`src/rtl/multi_pulse_counter.sv`:
```
// Multi-channel pulse counter: synchronised, glitch-filtered inputs feed per-channel event counters
// with wrap/saturate, sticky overflow, and an atomic snapshot bank with optional clear-on-snapshot.
module multi_pulse_counter #(
    parameter int NUM_CH      = 4,
    parameter int CNT_WIDTH   = 8,
    parameter int FLT_LEN     = 16,
    parameter int SYNC_STAGES = 2
) (
    input  logic                          i_clk,
    input  logic                          i_rst,
    input  logic [NUM_CH-1:0]             i_cnt_en,
    input  logic [NUM_CH-1:0]             i_cnt_in,
    input  logic [NUM_CH-1:0]             i_cnt_rst,
    input  logic                          i_sat_mode,
    input  logic                          i_snap,
    input  logic                          i_snap_clr,
    output logic [NUM_CH*CNT_WIDTH-1:0]   o_cnt,
    output logic [NUM_CH-1:0]             o_level,
    output logic [NUM_CH-1:0]             o_ovf,
    output logic [NUM_CH*CNT_WIDTH-1:0]   o_snap,
    output logic [NUM_CH-1:0]             o_snap_ovf,
    output logic                          o_snap_vld
);

    localparam int RW = $clog2(FLT_LEN + 1);
    localparam logic [RW-1:0]        R_LAST  = RW'(FLT_LEN - 1);
    localparam logic [CNT_WIDTH-1:0] CNT_MAX = '1;

    logic snap_clr;
    assign snap_clr = i_snap & i_snap_clr;

    for (genvar n = 0; n < NUM_CH; n++) begin : g_ch
        logic [SYNC_STAGES-1:0] sync_q;
        logic [RW-1:0]          run_q;
        logic                   level_q;
        logic [CNT_WIDTH-1:0]   cnt_q;
        logic                   ovf_q;
        logic [CNT_WIDTH-1:0]   snap_q;
        logic                   snap_ovf_q;
        logic                   s;
        logic                   ev;

        assign s  = sync_q[SYNC_STAGES-1];
        // Accepted 0->1 transition; the counter consumes it in the same edge the level flips.
        assign ev = i_cnt_en[n] && s && !level_q && (run_q == R_LAST);

        always_ff @(posedge i_clk) begin
            if (i_rst) begin
                sync_q <= '0;
            end else begin
                sync_q <= {sync_q[SYNC_STAGES-2:0], i_cnt_in[n]};
            end
        end

        always_ff @(posedge i_clk) begin
            if (i_rst) begin
                run_q   <= '0;
                level_q <= 1'b0;
            end else if (!i_cnt_en[n] || (s == level_q)) begin
                run_q <= '0;
            end else if (run_q == R_LAST) begin
                level_q <= s;
                run_q   <= '0;
            end else begin
                run_q <= run_q + 1'b1;
            end
        end

        always_ff @(posedge i_clk) begin
            if (i_rst || i_cnt_rst[n]) begin
                cnt_q <= '0;
                ovf_q <= 1'b0;
            end else if (snap_clr) begin
                cnt_q <= {{(CNT_WIDTH-1){1'b0}}, ev};
                ovf_q <= 1'b0;
            end else if (ev) begin
                if (cnt_q != CNT_MAX) begin
                    cnt_q <= cnt_q + 1'b1;
                end else begin
                    ovf_q <= 1'b1;
                    if (!i_sat_mode) begin
                        cnt_q <= '0;
                    end
                end
            end
        end

        // Snapshot takes the pre-update values, so a clearing snapshot still reports the old count.
        always_ff @(posedge i_clk) begin
            if (i_rst) begin
                snap_q     <= '0;
                snap_ovf_q <= 1'b0;
            end else if (i_snap) begin
                snap_q     <= cnt_q;
                snap_ovf_q <= ovf_q;
            end
        end

        assign o_cnt[n*CNT_WIDTH +: CNT_WIDTH]  = cnt_q;
        assign o_snap[n*CNT_WIDTH +: CNT_WIDTH] = snap_q;
        assign o_level[n]    = level_q;
        assign o_ovf[n]      = ovf_q;
        assign o_snap_ovf[n] = snap_ovf_q;
    end

    always_ff @(posedge i_clk) begin
        if (i_rst) begin
            o_snap_vld <= 1'b0;
        end else begin
            o_snap_vld <= i_snap;
        end
    end

endmodule

```
`config.mk`:
```
export PLATFORM = sky130hd
export DESIGN_NAME = multi_pulse_counter
export DESIGN_NICKNAME = d
export VERILOG_FILES = /design/src/rtl/multi_pulse_counter.sv
export SDC_FILE = /design/constraint.sdc
export NUM_CORES = 1
export LEC_CHECK = 0
export BUFFER_PORTS_ARGS = -buffer_cell sky130_fd_sc_hd__clkbuf_2
export CAP_MARGIN = 5
export CORE_ASPECT_RATIO = 1.4
export CORE_UTILIZATION = 35
export CTS_BUF_LIST = sky130_fd_sc_hd__clkbuf_8
export CTS_CLUSTER_SIZE = 24
export DETAILED_ROUTE_END_ITERATION = 6
export REMOVE_ABC_BUFFERS = 1
export SYNTH_ARGS = -nofsm -noshare
export SYNTH_HDL_FRONTEND = slang
export SYNTH_SLANG_ARGS = --single-unit
```
`constraint.sdc`:
```
create_clock -name i_clk -period 2.5 [get_ports i_clk]
set_clock_uncertainty 0.1 [all_clocks]
set_input_delay 0.25 -clock i_clk [delete_from_list [all_inputs] [get_ports i_clk]]
set_output_delay 0.25 -clock i_clk [all_outputs]
set_load 0.01 [all_outputs]
```
# ---- Word level (Yosys, flattened, before mapping)
# Cells that the tools add are included.
dict set report totals {
  register_bits 105
  wordCells 139
}
dict set report op_classes {
  add_sub_neg 8
  n_eq_ne 20
  n_mux 13
  bitwise_logic 9
  n_reduce_logical 56
}
# cell n
set ops {}
lappend ops {{2-to-1 mux 8 bit} 5}
lappend ops {{adder 8 x 1 -> 8 bit (second input constant)} 4}
lappend ops {{inequality test 8 bit (second input constant)} 4}
lappend ops {{AND reduction 2 bit} 16}
lappend ops {{adder 5 x 1 -> 5 bit (second input constant)} 4}
lappend ops {{== test 5 x 4 -> 1 bit (second input constant)} 4}
lappend ops {{logical AND 1 bit} 12}
lappend ops {{inequality test 3 x 1 -> 1 bit (second input constant)} 4}
lappend ops {{OR reduction 3 bit} 4}
lappend ops {{zero test 1 bit} 8}
lappend ops {{logical OR 1 bit} 8}
lappend ops {{2-to-1 mux 1 bit} 8}
lappend ops {{inequality test 2 x 1 -> 1 bit (second input constant)} 4}
lappend ops {{inverter 1 bit} 8}
lappend ops {{nonzero test 2 bit} 4}
lappend ops {{OR reduction 2 bit} 4}
lappend ops {{== test 1 bit} 4}
lappend ops {{bitwise AND 1 bit} 1}

# ---- Longest topological paths before layout
# Gate-level depths: netlist of run 1.
dict set report depth {
  ltp_word 5
  mapped_depth 8
  mapped_depth_nobuf 7
}

# ---- Worst setup path before layout of run 1
# Ideal clock, no wire load.
dict set report synth_timing {
  kind {reg-to-reg}
  from {register g_ch[3].run_q[0]}
  to {register g_ch[3].cnt_q[5]}
  t_arrival_ps 1730
  required_ps 2330
  path_slack_ps 600
  stages_incl_launch_ff 8
  path_buffers 0
  path_cell_list {dfxtp_1 > ha_1 > and3_1 > ha_1 > nand4b_4 > a31o_4 > or3_1 > a21oi_1}
}
dict set report synth_via {
  elab_chain_cells 3
}
# element line
set synth_lines {}
lappend synth_lines {{start, declared} 34} ;# logic [RW-1:0] run_q;
lappend synth_lines {{start signal, assigned} 65} ;# run_q <= run_q + 1'b1;
lappend synth_lines {{== test 5 x 4 -> 1 bit} 45} ;# assign ev = i_cnt_en[n] && s && !level_q && (run_q == R_LAST);
lappend synth_lines {{logical AND 1 bit} 45}
lappend synth_lines {{AND reduction 2 bit (no line)} -}
lappend synth_lines {{end signal, assigned} 74} ;# cnt_q <= {{(CNT_WIDTH-1){1'b0}}, ev};
lappend synth_lines {{end signal, assigned} 78} ;# cnt_q <= cnt_q + 1'b1;
lappend synth_lines {{end, declared} 36} ;# logic [CNT_WIDTH-1:0] cnt_q;
# No other way between the ends.
# A chain may end at the register's enable or synchronous reset.

# ---- Final worst setup path of run 1
dict set report layout_timing {
  from {register g_ch[1].run_q[0]}
  to {register g_ch[1].cnt_q[7]}
}
dict set report layout_via {
  elab_chain_cells 3
}
# element line
set layout_lines {}
lappend layout_lines {{start, declared} 34}
lappend layout_lines {{start signal, assigned} 65}
lappend layout_lines {{== test 5 x 4 -> 1 bit} 45}
lappend layout_lines {{logical AND 1 bit} 45}
lappend layout_lines {{AND reduction 2 bit (no line)} -}
lappend layout_lines {{end signal, assigned} 74}
lappend layout_lines {{end signal, assigned} 78}
lappend layout_lines {{end, declared} 36}
# No other way between the ends.

==> results of run 1 <==
## power by group through the flow
stage	clock network, mW	registers [mW]	logic [mW]
floorplan	0	1.72	0.0338
global placement	0	1.72	0.101
detailed placement	0	1.72	0.103
CTS	1.31	1.68	0.108
global route	1.38	1.69	0.115
finish	1.26	1.68	0.105
## flip-flops by register name, summed over array words and instances (netlist names)
| signal | count |
|---|---|
| o_snap_vld | 1 |
| g_ch.ovf_q | 4 |
| g_ch.cnt_q | 32 |
| g_ch.snap_q | 32 |
| g_ch.sync_q | 8 |
| g_ch.run_q | 20 |
| g_ch.level_q | 4 |
| g_ch.snap_ovf_q | 4 |
## layout make-up
type	count	area [um2]	area share, %
clock buffers	10	137.6	2.610
well taps	150	187.7	3.559
inverters	14	52.55	0.9964
flip-flops and latches	105	2102	39.86
multi-input cells	322	2160	40.95
clock inverters	6	106.4	2.017
repair buffers	100	528.0	10.01
## worst max path at each step
stage | start | to | slack [ps]
after global routing | g_ch[1].run_q[0]$_SDFF_PP0_ | g_ch[1].cnt_q[7]$_SDFFE_PP0P_ | 150
after CTS | g_ch[1].run_q[0]$_SDFF_PP0_ | g_ch[1].cnt_q[7]$_SDFFE_PP0P_ | 320
after detailed placement | g_ch[1].run_q[0]$_SDFF_PP0_ | g_ch[1].cnt_q[7]$_SDFFE_PP0P_ | 340
after global placement | g_ch[1].run_q[0]$_SDFF_PP0_ | g_ch[1].cnt_q[7]$_SDFFE_PP0P_ | 460
after floorplan | g_ch[1].run_q[0]$_SDFF_PP0_ | g_ch[1].cnt_q[7]$_SDFFE_PP0P_ | 590
final | g_ch[1].run_q[0]$_SDFF_PP0_ | g_ch[1].cnt_q[7]$_SDFFE_PP0P_ | 330
## critical path: cells and delay by family (launching register included)
| kind | cells | cell delay [ps] |
|---|---|---|
| and+or+nand+nor | 2 | 570 |
| adders and majority gates | 2 | 400 |
| AOI/OAI and AO/OA | 3 | 640 |
| DFF | 1 | 360 |
## through the flow
stage | hold WS, ps | area (um2) | setup slack (ps) | cells
CTS | 54.73 | 5274 | 319.4 | 707
global route | 41.94 | 5274 | 148.6 | 707
detailed placement | 322.8 | 4990 | 345.0 | 687
global placement | 320.8 | 4990 | 460.5 | 687
floorplan | 219.1 | 4314 | 588.0 | 441
finish | 57.86 | 5274 | 330.6 | 707
## cells in the mapped netlist, types with 6 or more instances
cell type and number:
dfxtp_1 105, nor2_1 83, mux2i_1 41, nand2_1 21
a21oi_1 20, nand3_1 20, buf_4 13, inv_1 13
ha_1 12, o21ai_0 11, xnor2_1 11, nor2b_1 9
nor3_1 9, xor2_1 9, clkbuf_1 7, nand4_1 7
and3_1 6, or3_1 6
## what timing repair did
item,in CTS,in global routing
endpoints found under the hold margin,4,0
hold buffers,4,0
setup buffers,0,0
## kinds of logic after synthesis
group,synth area share [%]
xor+xnor,3.918
buf+inv,4.674
flops,47.02
mux,9.432
fa+ha+maj,3.358
simple gates,20.32
compound gates,11.28
## per-layer routing
layer,up-vias,share of wire [%],GRT usage (%)
met2,92,49,24.90
met5,-,0,0
met4,0,2.0,7.190
met3,13,4.6,3.509
met1,1708,44,17.80
li1,1808,-,-
==> metrics.cfg, run 1 <==
[clock_tree]
cts_tree = yes
htree_num_levels = 3
cts_resized = 0
insertion_delay_ps = 370
cts.path.max_buffers = 2
cts_made_buffers = 9
cts_sinks = 105
clkTransAtPathRegs_ps = 90
cts_root_buf = clkbuf_8

[power_and_ir_drop]
combPwrFrac_pct = 3.4
power.switching_mw = 0.6438
power.leakage_nw = 2.241
pwr-share-clk_pct = 41.3
peakVddDrop_v = 0.0002763
powerDensity_nw_per_um2 = 578.0
p_int_mw = 2.405
total_power_mw = 3.048
seq_power_share_pct = 55.2
switching_share_pct = 21.12

[die]
start_util_pct = 36.13
die_w_um = 97.52
coreArea_um2 = 12370
ioPinCount = 94
std_cell_rows = 48
dieArea_um2 = 13240
die_h_um = 135.7

[synth]
ys_seq_elements = 105
ys_seq_area_share_pct = 47.02
synth_cells = 468
ys.flop_type = dfxtp_1
synth_edf_count = 0
synth_area_leader_cell = dfxtp_1
synth.distinct_cells = 49
avgSynthCellArea_um2 = 9.552
syn_area_um2 = 4471
yosysWarnings = 0
ys_async_sr_fraction_pct = 0
synth_top_area_share_pct = 47.02
synth_area_leaders = dfxtp_1 (47%), mux2i_1 (9.2%), nor2_1 (7.0%)

[detailed_routing]
finalWirelength_um = 9679
firstDrtPassIters = 4
drcViolationCount = 0
postRouteAntennaNets = 0
route.detailed.wl_per_inst_um = 13.69
drtIter0Drc = 115
vias = 3621
avgViaCountPerCell = 5.122

[global_route]
grt_max_degree = 37
grt_pass1_wl_um = 15750
grt_usage_pct = 14.84
antenna_found_initial = 0
grt_overflow = 0
grt_pass1_vias = 3328

[sta]
setup_tns_ps = 0
setup-violations-final = 0
relSlewSlack_pct = 57.31
rsz0062_at_grt = no
final_hold_viol_count = 0
worst_slew_pin_slew_ps = 640.4
slew_violations = 0
period_needed_ps = 2169
timing.fmax_mhz = 461.0
finalCritPeriodShare_pct = 86.78

[placed_design]
port_buffers = 93
dp_hpwl_um = 6926
globalplace.congestion = 0.8038

[hold_path]
holdPathStages = 2
hp-class = input port to register
worstHoldStart = i_snap
min_to = o_snap_vld$_SDFF_PP0_

[setup_path]
critPathCaptureType = register
cp_slowest_stage_delay_ps = 410
worstPathArrival_ps = 2350
rrSetupSlack_ps = 330
reg2reg_to = g_ch[1].cnt_q[7]$_SDFFE_PP0P_
rr_worst_depth = 7
cpMostUsedCell = ha_1
crit_path_max_fanout = 8
crit_type = register to register
r2r_start = g_ch[1].run_q[0]$_SDFF_PP0_
worstPathRequired_ps = 2680
crit_path_top_delay_cell = and4b_1
cp-start-kind = register
crit_path_cell_trace = ha_1 > and3_1 > ha_1 > and4b_1 > o31a_4 > a41oi_1 > a311oi_1

[final_layout]
fin_nets = 581
antenna_cells = 0
layout-drive-gt1-share_pct = 22.26
final_common_cell = dfxtp_1
syn2layout_area_growth_pct = 17.97
finish.utilization_pct = 42.63
num-fill-cells = 1228
layout_common_cells = dfxtp_1 (105), clkbuf_2 (93), nor2_1 (83)

[status]
status = completed

[flow_run]
max_cap_violations = 0

(Power assumes the default switching activity.)
==> run 2, diff against run 1 <==
CORE_ASPECT_RATIO = 1.2   (was 1.4)
==> metrics.cfg, run 2 (synthesized netlist as in run 1, its figures left out) <==
[final_layout]
top_regs = g_ch.cnt_q x32, g_ch.snap_q x32, g_ch.run_q x20  ; unchanged
fin_nets = 583  ; was 581
layout-drive-gt1-share_pct = 21.94  ; was 22.26%
final_common_cell = dfxtp_1  ; unchanged
fin_cells = 717  ; was 707
fin_area_um2 = 5209  ; was 5274 um2
num-fill-cells = 1223  ; was 1228
layout_common_cells = dfxtp_1 (105), clkbuf_2 (93), nor2_1 (83)  ; unchanged
antenna_cells = 0  ; unchanged
syn2layout_area_growth_pct = 16.51  ; was 17.97%

[sta]
finalCritPeriodShare_pct = 85.31  ; was 86.78%
worst_slew_pin_slew_ps = 627.4  ; was 640.4 ps
fin_hold_ws_ps = 75.97  ; was 57.86 ps
timing.fmax_mhz = 468.9  ; was 461.0 MHz
period_needed_ps = 2133  ; was 2169 ps
relSlewSlack_pct = 58.17  ; was 57.31%
setup-violations-final = 0  ; unchanged
rsz0062_at_grt = no  ; unchanged
setup_tns_ps = 0  ; unchanged
final_hold_viol_count = 0  ; unchanged
slew_violations = 0  ; unchanged

[hold_path]
min_to = g_ch[0].level_q$_SDFFE_PP0P_  ; was o_snap_vld$_SDFF_PP0_
hp-class = input port to register  ; unchanged
worstHoldStart = i_cnt_en[0]  ; was i_snap
holdPathStages = 3  ; was 2

[setup_path]
cp_slowest_stage_delay_ps = 420  ; was 410 ps
crit_path_cell_trace = ha_1 > and3_1 > ha_1 > and4b_1 > o31a_4 > a41oi_1 > a311oi_1  ; unchanged
cp_top_family = compound AO/OA/AOI/OAI gates  ; unchanged
crit_type = register to register  ; unchanged
cpMostUsedCell = ha_1  ; unchanged
reg2reg_to = g_ch[1].cnt_q[7]$_SDFFE_PP0P_  ; unchanged
crit_path_max_fanout = 8  ; unchanged
worstPathRequired_ps = 2690  ; was 2680 ps
cp-start-kind = register  ; unchanged
r2r_start = g_ch[1].run_q[0]$_SDFF_PP0_  ; unchanged
critPathCaptureType = register  ; unchanged
rrSetupSlack_ps = 370  ; was 330 ps
rr_worst_depth = 7  ; unchanged
crit_path_top_delay_cell = and4b_1  ; unchanged
worstPathArrival_ps = 2320  ; was 2350 ps
crit_buf_inv = 0  ; unchanged

[detailed_routing]
vias = 3570  ; was 3621
postRouteAntennaNets = 0  ; unchanged
avgViaCountPerCell = 4.979  ; was 5.122
firstDrtPassIters = 4  ; unchanged
route.detailed.wl_per_inst_um = 13.37  ; was 13.69 um
drcViolationCount = 0  ; unchanged
finalWirelength_um = 9589  ; was 9679 um
drtIter0Drc = 108  ; was 115

[placed_design]
dp_hpwl_um = 7013  ; was 6926 um
postPlaceCellArea_um2 = 5019  ; was 4990 um2
port_buffers = 93  ; unchanged
placedCellCount = 700  ; was 687
globalplace.congestion = 0.7867  ; was 0.8038

[power_and_ir_drop]
power.leakage_nw = 2.214  ; was 2.241 nW
peakVddDrop_v = 0.0002794  ; was 0.0002763 V
total_power_mw = 2.691  ; was 3.048 mW
powerDensity_nw_per_um2 = 516.7  ; was 578.0 nW/um2

[clock_tree]
cts_root_buf = clkbuf_8  ; unchanged
clkTransAtPathRegs_ps = 90  ; about the same
cts.path.max_buffers = 2  ; unchanged
cts_made_buffers = 9  ; unchanged
insertion_delay_ps = 370  ; about the same
cts_sinks = 105  ; unchanged
cts_tree = yes  ; unchanged
htree_num_levels = 3  ; unchanged
postCtsSetupRepairBufs = 0  ; unchanged

[global_route]
grt_overflow = 0  ; unchanged
grt_usage_pct = 14.86  ; was 14.84%
grt_max_degree = 38  ; was 37
grt_pass1_vias = 3286  ; was 3328
grt_pass1_wl_um = 15580  ; was 15750 um
antenna_found_initial = 0  ; unchanged

[die]
start_util_pct = 36.41  ; was 36.13%
die_w_um = 105.2  ; was 97.52 um
std_cell_rows = 44  ; was 48
ioPinCount = 94  ; unchanged
dieArea_um2 = 13230  ; was 13240 um2
coreArea_um2 = 12280  ; was 12370 um2
die_h_um = 125.8  ; was 135.7 um

[flow_run]
max_cap_violations = 0  ; unchanged

[status]
status = completed  ; unchanged

run 2: how the worst max path moves through the flow:
stage                                           start                            end  slack, ps  depth (start not counted)
after CTS                 g_ch[1].run_q[0]$_SDFF_PP0_  g_ch[1].cnt_q[7]$_SDFFE_PP0P_        380                          7
after global routing      g_ch[1].run_q[0]$_SDFF_PP0_  g_ch[1].cnt_q[7]$_SDFFE_PP0P_        240                          7
after detailed placement  g_ch[1].run_q[0]$_SDFF_PP0_  g_ch[1].cnt_q[7]$_SDFFE_PP0P_        410                          7
final                     g_ch[1].run_q[0]$_SDFF_PP0_  g_ch[1].cnt_q[7]$_SDFFE_PP0P_        370                          7
after floorplan           g_ch[1].run_q[0]$_SDFF_PP0_  g_ch[1].cnt_q[7]$_SDFFE_PP0P_        590                          7
after global placement    g_ch[1].run_q[0]$_SDFF_PP0_  g_ch[1].cnt_q[7]$_SDFFE_PP0P_        460                          7
run 2: through the flow:
stage / util, % / setup WS (ps)
4_1_cts: 42.43 / 384.6
3_3_place_gp: 40.88 / 456.4
2_1_floorplan: - / 588.0
6_report: 42.43 / 367.2
5_1_grt: 42.43 / 244.2
3_5_place_dp: 40.88 / 414.7
run 2: final cells by class:
type	instances	area, um2	share of cell area, %
Inverter	14	52.55	1.009
Multi-Input combinational cell	322	2160	41.46
Clock inverter	3	12.51	0.2402
Sequential cell	105	2102	40.36
Tap cell	161	201.4	3.867
Timing Repair Buffer	102	543.0	10.43
Clock buffer	10	137.6	2.642
run 2: what timing repair did:
item | CTS | global route
gates resized for setup | 0 | 0
endpoints found under the hold margin | 4 | 0
hold buffers | 4 | 0
run 2: power by group:
group	switching (mW)	total (mW)	internal (mW)
registers	0.00502	1.68	1.68
logic	0.0676	0.108	0.0404
clock network	0.534	0.899	0.365
run 2: per-layer routing:
metal	global-route usage (%)	vias up	routed length, um
li1	-	1802	-
met1	17.79	1682	4337
met2	25.36	74	4703
met3	3.882	12	381
met4	5.882	0	166
met5	0	-	0
run 2: worst min-delay path: cells and delay by family:
kind | cells | cell delay [ps]
AO/OA/AOI/OAI | 1 | 50
AND/OR/NAND/NOR | 1 | 80
buffers and inverters | 1 | 120
